### config.mk
export PLATFORM = sky130hd
export DESIGN_NAME = alu_serial_ctrl
export DESIGN_NICKNAME = d
export VERILOG_FILES = /design/src/rtl/alu_pkg.sv /design/src/rtl/ALU_1bit.sv /design/src/rtl/alu_serial_ctrl.sv
export SDC_FILE = /design/constraint.sdc
export NUM_CORES = 1
export LEC_CHECK = 0
export ABC_CLOCK_PERIOD_IN_PS = 4150
export CAP_MARGIN = 20
export CORE_MARGIN = 5
export CORE_UTILIZATION = 35
export DETAILED_ROUTE_END_ITERATION = 10
export PLACE_DENSITY = 0.61
export SLEW_MARGIN = 20
export SYNTH_ARGS = -nofsm -noshare
export SYNTH_HDL_FRONTEND = slang
export SYNTH_SLANG_ARGS = --single-unit
export TNS_END_PERCENT = 1
### constraint.sdc
create_clock -name clk -period 4.15 [get_ports clk]
set_input_delay 0.83 -clock clk [delete_from_list [all_inputs] [get_ports clk]]
set_output_delay 0.83 -clock clk [all_outputs]
set_load 0.1 [all_outputs]
### src/rtl/alu_pkg.sv
// Shared definitions for the bit-serial ALU sequencer.
//   - 4-bit ALU control codes {Ainvert, Binvert, op[1:0]}
//   - FSM state encoding for alu_serial_ctrl
//   - helper to classify a control code as arithmetic (flags meaningful)
package alu_pkg;

  localparam logic [3:0] ALU_CTL_AND  = 4'b0000;
  localparam logic [3:0] ALU_CTL_OR   = 4'b0001;
  localparam logic [3:0] ALU_CTL_ADD  = 4'b0010;
  localparam logic [3:0] ALU_CTL_SUB  = 4'b0110;
  localparam logic [3:0] ALU_CTL_SLT  = 4'b0111;
  localparam logic [3:0] ALU_CTL_NOR  = 4'b1100;
  localparam logic [3:0] ALU_CTL_NAND = 4'b1101;

  typedef enum logic [1:0] {
    IDLE = 2'd0,
    RUN  = 2'd1,
    DONE = 2'd2
  } state_t;

  // op[1] set means the adder path is in use, so carry/overflow are meaningful.
  function automatic logic is_arith(input logic [3:0] ctl);
    return ctl[1];
  endfunction

endpackage

### src/rtl/ALU_1bit.sv
// One-bit ALU slice (classic MIPS-style ripple element).
// Ports:
//   a, b        operand bits
//   c_in        carry in
//   less        value passed through on op=11 (SLT result path)
//   a_invert    invert a before use
//   b_invert    invert b before use
//   op[1:0]     00 AND, 01 OR, 10 SUM, 11 LESS
//   result      selected result bit
//   c_out       carry out of the full adder
//   set         raw sum bit (used at the MSB for SLT)
//   overflow    c_in ^ c_out (meaningful at the MSB only)
module ALU_1bit (
  input  logic       a,
  input  logic       b,
  input  logic       c_in,
  input  logic       less,
  input  logic       a_invert,
  input  logic       b_invert,
  input  logic [1:0] op,
  output logic       result,
  output logic       c_out,
  output logic       set,
  output logic       overflow
);

  logic aa;
  logic bb;
  logic sum;

  assign aa       = a ^ a_invert;
  assign bb       = b ^ b_invert;
  assign sum      = aa ^ bb ^ c_in;
  assign c_out    = (aa & bb) | (aa & c_in) | (bb & c_in);
  assign set      = sum;
  assign overflow = c_in ^ c_out;

  always_comb begin
    case (op)
      2'b00:   result = aa & bb;
      2'b01:   result = aa | bb;
      2'b10:   result = sum;
      default: result = less;
    endcase
  end

endmodule

### src/rtl/alu_serial_ctrl.sv
// Bit-serial word ALU sequencer: drives one ALU_1bit slice for WIDTH cycles,
// LSB first, and assembles the word result and flags.
// Parameters:
//   WIDTH        operand/result width (>= 2)
// Ports:
//   clk, rst_n   clock, synchronous active-low reset
//   in_valid/in_ready, in_a, in_b, in_ctl   request channel
//   out_valid/out_ready, out_result, out_c_out, out_overflow   result channel
//   out_zero     result-is-zero flag, only when ALU_SERIAL_ZERO_EN is defined
// Build option: `define ALU_SERIAL_ZERO_EN adds out_zero and its tracking bit.
module alu_serial_ctrl
  import alu_pkg::*;
#(
  parameter int WIDTH = 32
) (
  input  logic             clk,
  input  logic             rst_n,
  input  logic             in_valid,
  output logic             in_ready,
  input  logic [WIDTH-1:0] in_a,
  input  logic [WIDTH-1:0] in_b,
  input  logic [3:0]       in_ctl,
  output logic             out_valid,
  input  logic             out_ready,
  output logic [WIDTH-1:0] out_result,
  output logic             out_c_out,
  output logic             out_overflow
`ifdef ALU_SERIAL_ZERO_EN
  ,
  output logic             out_zero
`endif
);

  localparam int CW = $clog2(WIDTH);

  state_t           state;
  state_t           next_state;
  logic [WIDTH-1:0] a_r;
  logic [WIDTH-1:0] b_r;
  logic [3:0]       ctl_r;
  logic [CW-1:0]    cnt;
  logic             carry;
  logic [WIDTH-1:0] res;
  logic             set_r;
  logic             ovf_r;
  logic             last_bit;
  logic             is_slt;
  logic [WIDTH-1:0] word;

  logic slice_result;
  logic slice_c_out;
  logic slice_set;
  logic slice_overflow;

  ALU_1bit u_slice (
    .a        (a_r[cnt]),
    .b        (b_r[cnt]),
    .c_in     (carry),
    .less     (1'b0),
    .a_invert (ctl_r[3]),
    .b_invert (ctl_r[2]),
    .op       (ctl_r[1:0]),
    .result   (slice_result),
    .c_out    (slice_c_out),
    .set      (slice_set),
    .overflow (slice_overflow)
  );

  assign last_bit = (cnt == CW'(WIDTH - 1));
  assign is_slt   = (ctl_r == ALU_CTL_SLT);
  assign word     = is_slt ? {{(WIDTH-1){1'b0}}, set_r} : res;

  // NOTE: sequential state uses non-blocking assignments so every register
  // samples pre-edge values, independent of block ordering.
  always_ff @(posedge clk) begin
    if (!rst_n) state <= IDLE;
    else        state <= next_state;
  end

  // NOTE: every output and next_state gets a default first, so no path through
  // the case statement can leave a value unassigned and infer a latch.
  always_comb begin
    next_state   = state;
    in_ready     = 1'b0;
    out_valid    = 1'b0;
    out_result   = '0;
    out_c_out    = 1'b0;
    out_overflow = 1'b0;
    case (state)
      IDLE: begin
        in_ready = 1'b1;
        if (in_valid) next_state = RUN;
      end
      RUN: begin
        if (last_bit) next_state = DONE;
      end
      DONE: begin
        out_valid    = 1'b1;
        out_result   = word;
        out_c_out    = is_arith(ctl_r) & carry;
        out_overflow = is_arith(ctl_r) & ovf_r;
        if (out_ready) next_state = IDLE;
      end
      default: next_state = IDLE;
    endcase
  end

  // NOTE: the datapath registers are reset explicitly (not just the FSM) so a
  // dropped operation leaves no stale carry, count or partial result behind.
  always_ff @(posedge clk) begin
    if (!rst_n) begin
      a_r   <= '0;
      b_r   <= '0;
      ctl_r <= '0;
      cnt   <= '0;
      carry <= 1'b0;
      res   <= '0;
      set_r <= 1'b0;
      ovf_r <= 1'b0;
    end else begin
      case (state)
        IDLE: begin
          if (in_valid) begin
            a_r   <= in_a;
            b_r   <= in_b;
            ctl_r <= in_ctl;
            cnt   <= '0;
            // Binvert doubles as the +1 of two's-complement subtraction.
            carry <= in_ctl[2];
          end
        end
        RUN: begin
          res[cnt] <= slice_result;
          carry    <= slice_c_out;
          if (last_bit) begin
            set_r <= slice_set;
            ovf_r <= slice_overflow;
          end else begin
            cnt <= cnt + 1'b1;
          end
        end
        default: ;
      endcase
    end
  end

`ifdef ALU_SERIAL_ZERO_EN
  // Running AND of inverted result bits; avoids a wide OR on the output path.
  logic zero_r;

  always_ff @(posedge clk) begin
    if (!rst_n) begin
      zero_r <= 1'b0;
    end else if (state == IDLE && in_valid) begin
      zero_r <= 1'b1;
    end else if (state == RUN) begin
      zero_r <= zero_r & ~slice_result;
    end
  end

  // SLT replaces the word with the set bit, so its zero flag follows set_r.
  assign out_zero = (state == DONE) & (is_slt ? ~set_r : zero_r);
`endif

endmodule

==> run summary <==
The run gives 0 as the number of max-slew violations in the final report. For this block, the initial DRC count from the detailed router was 257. 108 I/O pins were placed. Setup repair after global routing left no endpoint under its margin. For this run, design rule violations remaining after detail routing come to 0.

The run gives 45 as the number of cell rows. The worst path needs 3.541 ns of the cycle, external delays included. The ratio of final minimum period to clock period is 0.8534. The maximum achievable frequency was 282.4 MHz; the final routed wire length divided by cell count was 15.39 um. Cell at the root of the clock tree: sky130_fd_sc_hd__clkbuf_16. Broken down by cell family, the worst path's largest delay share belongs to flip-flops. The congestion estimate from routability-driven global placement came to 0.8184. The layout has 1503 filler cells. Maximum number of pins on one net before global-route repair: 52. In this run the power density over the cells is 344.4 mW/mm2. The H-tree was split into 3 levels. The die width is 133.6 um, and the leakage dissipation is 0.002583 uW. The worst setup path is launched from a flip-flop. The post-synthesis sequential area ratio came out at 0.4119.

Max-cap violations in this run came to 0. After detailed routing, the number of vias per cell comes to 5.056. The maximum root-to-sink buffer count is 2, and the count of endpoints failing setup in the final report is 0. The slowest stage of the critical path belongs to the cell sky130_fd_sc_hd__dfxtp_1. The initial core utilization was 0.3543.

The proportion of register bits with asynchronous set or reset after synthesis is 0. The fraction of layout cells with a size suffix above 1 is 0.1089, and the number of nets in the layout is 773. Summing every instance area after synthesis gives 0.005346 mm2. The sort of element at the end of the critical path is a flip-flop. 0 antenna diodes ended up in the layout.

At the worst endpoint, the required time is 4.38 ns. The global-route usage over all layers was 0.1507. Detailed placer's ending HPWL: 10.01 mm.

TritonCTS built the clock tree. The dominant register cell in the synthesized netlist is sky130_fd_sc_hd__dfxtp_1. The number of antenna violations at the first check in global routing is 0, and the number of buffers inserted by port buffering is 107. The worst reg-to-reg setup slack is 0.61 ns, and the insertion delay to the later sink of the worst-skew pair is 0.34 ns.

The pre-antenna-repair detailed-routing pass consisted of 4 iterations. The storage element area was 0.002202 mm2. For the worst-case clock skew, the log shows 0.008012 ns. Start-to-end type of the worst setup path: reg2reg. The floorplan die height works out to 133.6 um. The number of hold-slack violations in the final timing report was 0; the clock-pin slew of the registers on the worst-case setup and hold paths was 0.08 ns.

The signal on the critical path passes through mux4_2, a32oi_1, nand4_2, xnor2_1, fa_1, mux2i_1, o21ai_2, buf_4, o311a_1. Detailed routing inserted a total of 4480 vias. The min-delay analysis places its worst path in the category reg2reg. The wire length after detailed routing was 13.64 mm; the number of distinct standard cells referenced by the synthesized netlist was 44. The number of clock buffers added by TritonCTS is 9. The number of nets handed over by synthesis was 698.

Number of synthesized flops with an enable pin: 0. The first global-routing pass estimated 22.14 mm of wire. The detail route stage leaves a number of antenna-violating nets equal to 0. The design draws 2316 uW. The number of global-route vias before repair came out at 4447. At the worst endpoint, the arrival time is 3.77 ns.

In this run, synthesis produced a sequential element count of 110. The TritonCTS sink count was 110; the die area was 0.01785 mm2. For the Yosys warning count, the log shows 0.

A synthesized cell averages 8.651 um2. Along the worst path, the maximum fanout reaches 32. The total buffers and inverters traversed by the critical path is 1, and the core area is 0.01509 mm2. The flow ran to the end, and the final reports show no timing, DRC or antenna violations. The tightest slew margin relative to the limit was 0.3566.

On the worst path, the slowest cell contributes a delay of 0.86 ns. In this run the post-CTS setup repair buffer count came out at 0. The multi-input combinational cells in the finished layout cover a total of 0.002884 mm2. For this design, the CTS-stage hold fixing added 0 buffers. For the maximum ir drop on the vdd rail, the log shows 0.1735 mV. Pin slew with the least headroom to its limit: 0.9620 ns.

Synthesis produced 618 cells. Summed over all layers, the global routing overflow is 0. The accumulated negative setup slack was 0 ns; the count of instances resized after the clock tree is built was 0. The relative area change from synthesis to final layout works out to 25.77%.
==> report_power, final <==
group | leakage (uW) | total [uW] | internal (uW) | switching (uW)
clock | 0.000152 | 927 | 531 | 395
combinational | 0.00153 | 266 | 132 | 134
sequential | 0.000897 | 1120 | 1100 | 27.4
==> layout by cell type, fill, tap and decap left out, types with 6 or more instances in the layout <==
master,n
sky130_fd_sc_hd__and2_1,6
sky130_fd_sc_hd__ha_1,7
sky130_fd_sc_hd__inv_1,6
sky130_fd_sc_hd__nor3_1,10
sky130_fd_sc_hd__and3_1,35
sky130_fd_sc_hd__buf_4,44
sky130_fd_sc_hd__nor2b_1,8
sky130_fd_sc_hd__nor3b_1,11
sky130_fd_sc_hd__mux2i_1,27
sky130_fd_sc_hd__nand3_1,7
sky130_fd_sc_hd__a21oi_1,9
sky130_fd_sc_hd__clkdlybuf4s50_1,71
sky130_fd_sc_hd__o21bai_1,12
sky130_fd_sc_hd__a21boi_0,63
sky130_fd_sc_hd__o311a_1,16
sky130_fd_sc_hd__a21boi_1,10
sky130_fd_sc_hd__dfxtp_1,110
sky130_fd_sc_hd__o22ai_1,9
sky130_fd_sc_hd__nand2_1,160
sky130_fd_sc_hd__clkbuf_16,9
sky130_fd_sc_hd__nor2_1,7
==> state kept, by name, summed over array words and instances (netlist names) <==
signal / count
a_r: 32
res: 32
ctl_r: 4
cnt: 5
carry: 1
ovf_r: 1
b_r: 32
state: 2
set_r: 1
==> cell usage after synthesis (3+ instances only) <==
cell type | count | area [um2]
sky130_fd_sc_hd__a21boi_0 | 63 | 473.0
sky130_fd_sc_hd__a21boi_1 | 10 | 75.07
sky130_fd_sc_hd__a21o_1 | 4 | 30.03
sky130_fd_sc_hd__a21oi_1 | 9 | 45.04
sky130_fd_sc_hd__a22oi_1 | 5 | 37.54
sky130_fd_sc_hd__a32oi_1 | 4 | 35.03
sky130_fd_sc_hd__and2_1 | 7 | 43.79
sky130_fd_sc_hd__and3_1 | 35 | 219.0
sky130_fd_sc_hd__buf_2 | 19 | 95.09
sky130_fd_sc_hd__clkbuf_1 | 30 | 112.6
sky130_fd_sc_hd__dfxtp_1 | 110 | 2202
sky130_fd_sc_hd__ha_1 | 7 | 87.58
sky130_fd_sc_hd__inv_1 | 6 | 22.52
sky130_fd_sc_hd__mux2i_1 | 27 | 270.3
sky130_fd_sc_hd__mux4_2 | 5 | 112.6
sky130_fd_sc_hd__nand2_1 | 161 | 604.3
sky130_fd_sc_hd__nand3_1 | 7 | 35.03
sky130_fd_sc_hd__nor2_1 | 7 | 26.28
sky130_fd_sc_hd__nor2b_1 | 8 | 50.05
sky130_fd_sc_hd__nor3_1 | 10 | 50.05
sky130_fd_sc_hd__nor3b_1 | 11 | 82.58
sky130_fd_sc_hd__o21ai_0 | 3 | 15.01
sky130_fd_sc_hd__o21bai_1 | 12 | 90.09
sky130_fd_sc_hd__o22ai_1 | 9 | 56.30
sky130_fd_sc_hd__o311a_1 | 16 | 160.2
sky130_fd_sc_hd__or3b_1 | 3 | 26.28
sky130_fd_sc_hd__xnor2_1 | 5 | 43.79
==> path summary, 6_finish.rpt <==
check,start,end,cells after the start
min,res[6],res[6],2
max,cnt[0],res[27],9
max reg2reg,cnt[0],res[27],9
min reg2reg,res[6],res[6],2
==> per-layer routing <==
metal	routed length, um	GRT usage
met2	6262	0.2446
met4	157	0.04000
met1	6544	0.2029
met5	0	0
met3	671	0.03361
==> worst reg2reg max path, cell delays in order (launching register included) <==
cell and delay, ns:
sky130_fd_sc_hd__dfxtp_1 0.86, sky130_fd_sc_hd__mux4_2 0.61, sky130_fd_sc_hd__a32oi_1 0.20, sky130_fd_sc_hd__nand4_2 0.16
sky130_fd_sc_hd__xnor2_1 0.27, sky130_fd_sc_hd__fa_1 0.48, sky130_fd_sc_hd__mux2i_1 0.18, sky130_fd_sc_hd__o21ai_2 0.06
sky130_fd_sc_hd__buf_4 0.23, sky130_fd_sc_hd__o311a_1 0.38
==> cell type report <==
| class | instances | share of cell area |
|---|---|---|
| Clock buffer | 9 | 0.03349 |
| Clock inverter | 7 | 0.01451 |
| Inverter | 6 | 0.003349 |
| Multi-Input combinational cell | 449 | 0.4289 |
| Sequential cell | 110 | 0.3275 |
| Tap cell | 188 | 0.03498 |
| Timing Repair Buffer | 117 | 0.1572 |
==> metrics by stage <==
step / std cells / hold WS, ns / worst slack [ns] / cell area, um2 / utilization
3_5_place_dp: 869 / 0.4441 / 0.6046 / 6390 / 0.4235
6_report: 886 / 0.4507 / 0.6085 / 6724 / 0.4456
4_1_cts: 885 / 0.4542 / 0.6004 / 6713 / 0.4449
2_1_floorplan: 618 / 0.4306 / 0.7986 / 5346 / -
3_3_place_gp: 869 / 0.4429 / 0.7163 / 6390 / 0.4235
5_1_grt: 886 / 0.4781 / 0.3682 / 6724 / 0.4456
==> cell families (layout without fill, tap and decap cells) <==
logic type | Yosys count | in the layout | synth area share
adder cells (fa/ha/maj) | 8 | 8 | 0.02013
AND/OR/NAND/NOR | 262 | 262 | 0.2329
buffers and inverters | 59 | 139 | 0.05008
AO/OA/AOI/OAI | 139 | 139 | 0.1970
multiplexers | 33 | 33 | 0.07653
XOR/XNOR | 7 | 7 | 0.01147
flip-flops | 110 | 110 | 0.4119
Power figures use the tool's default switching activity.
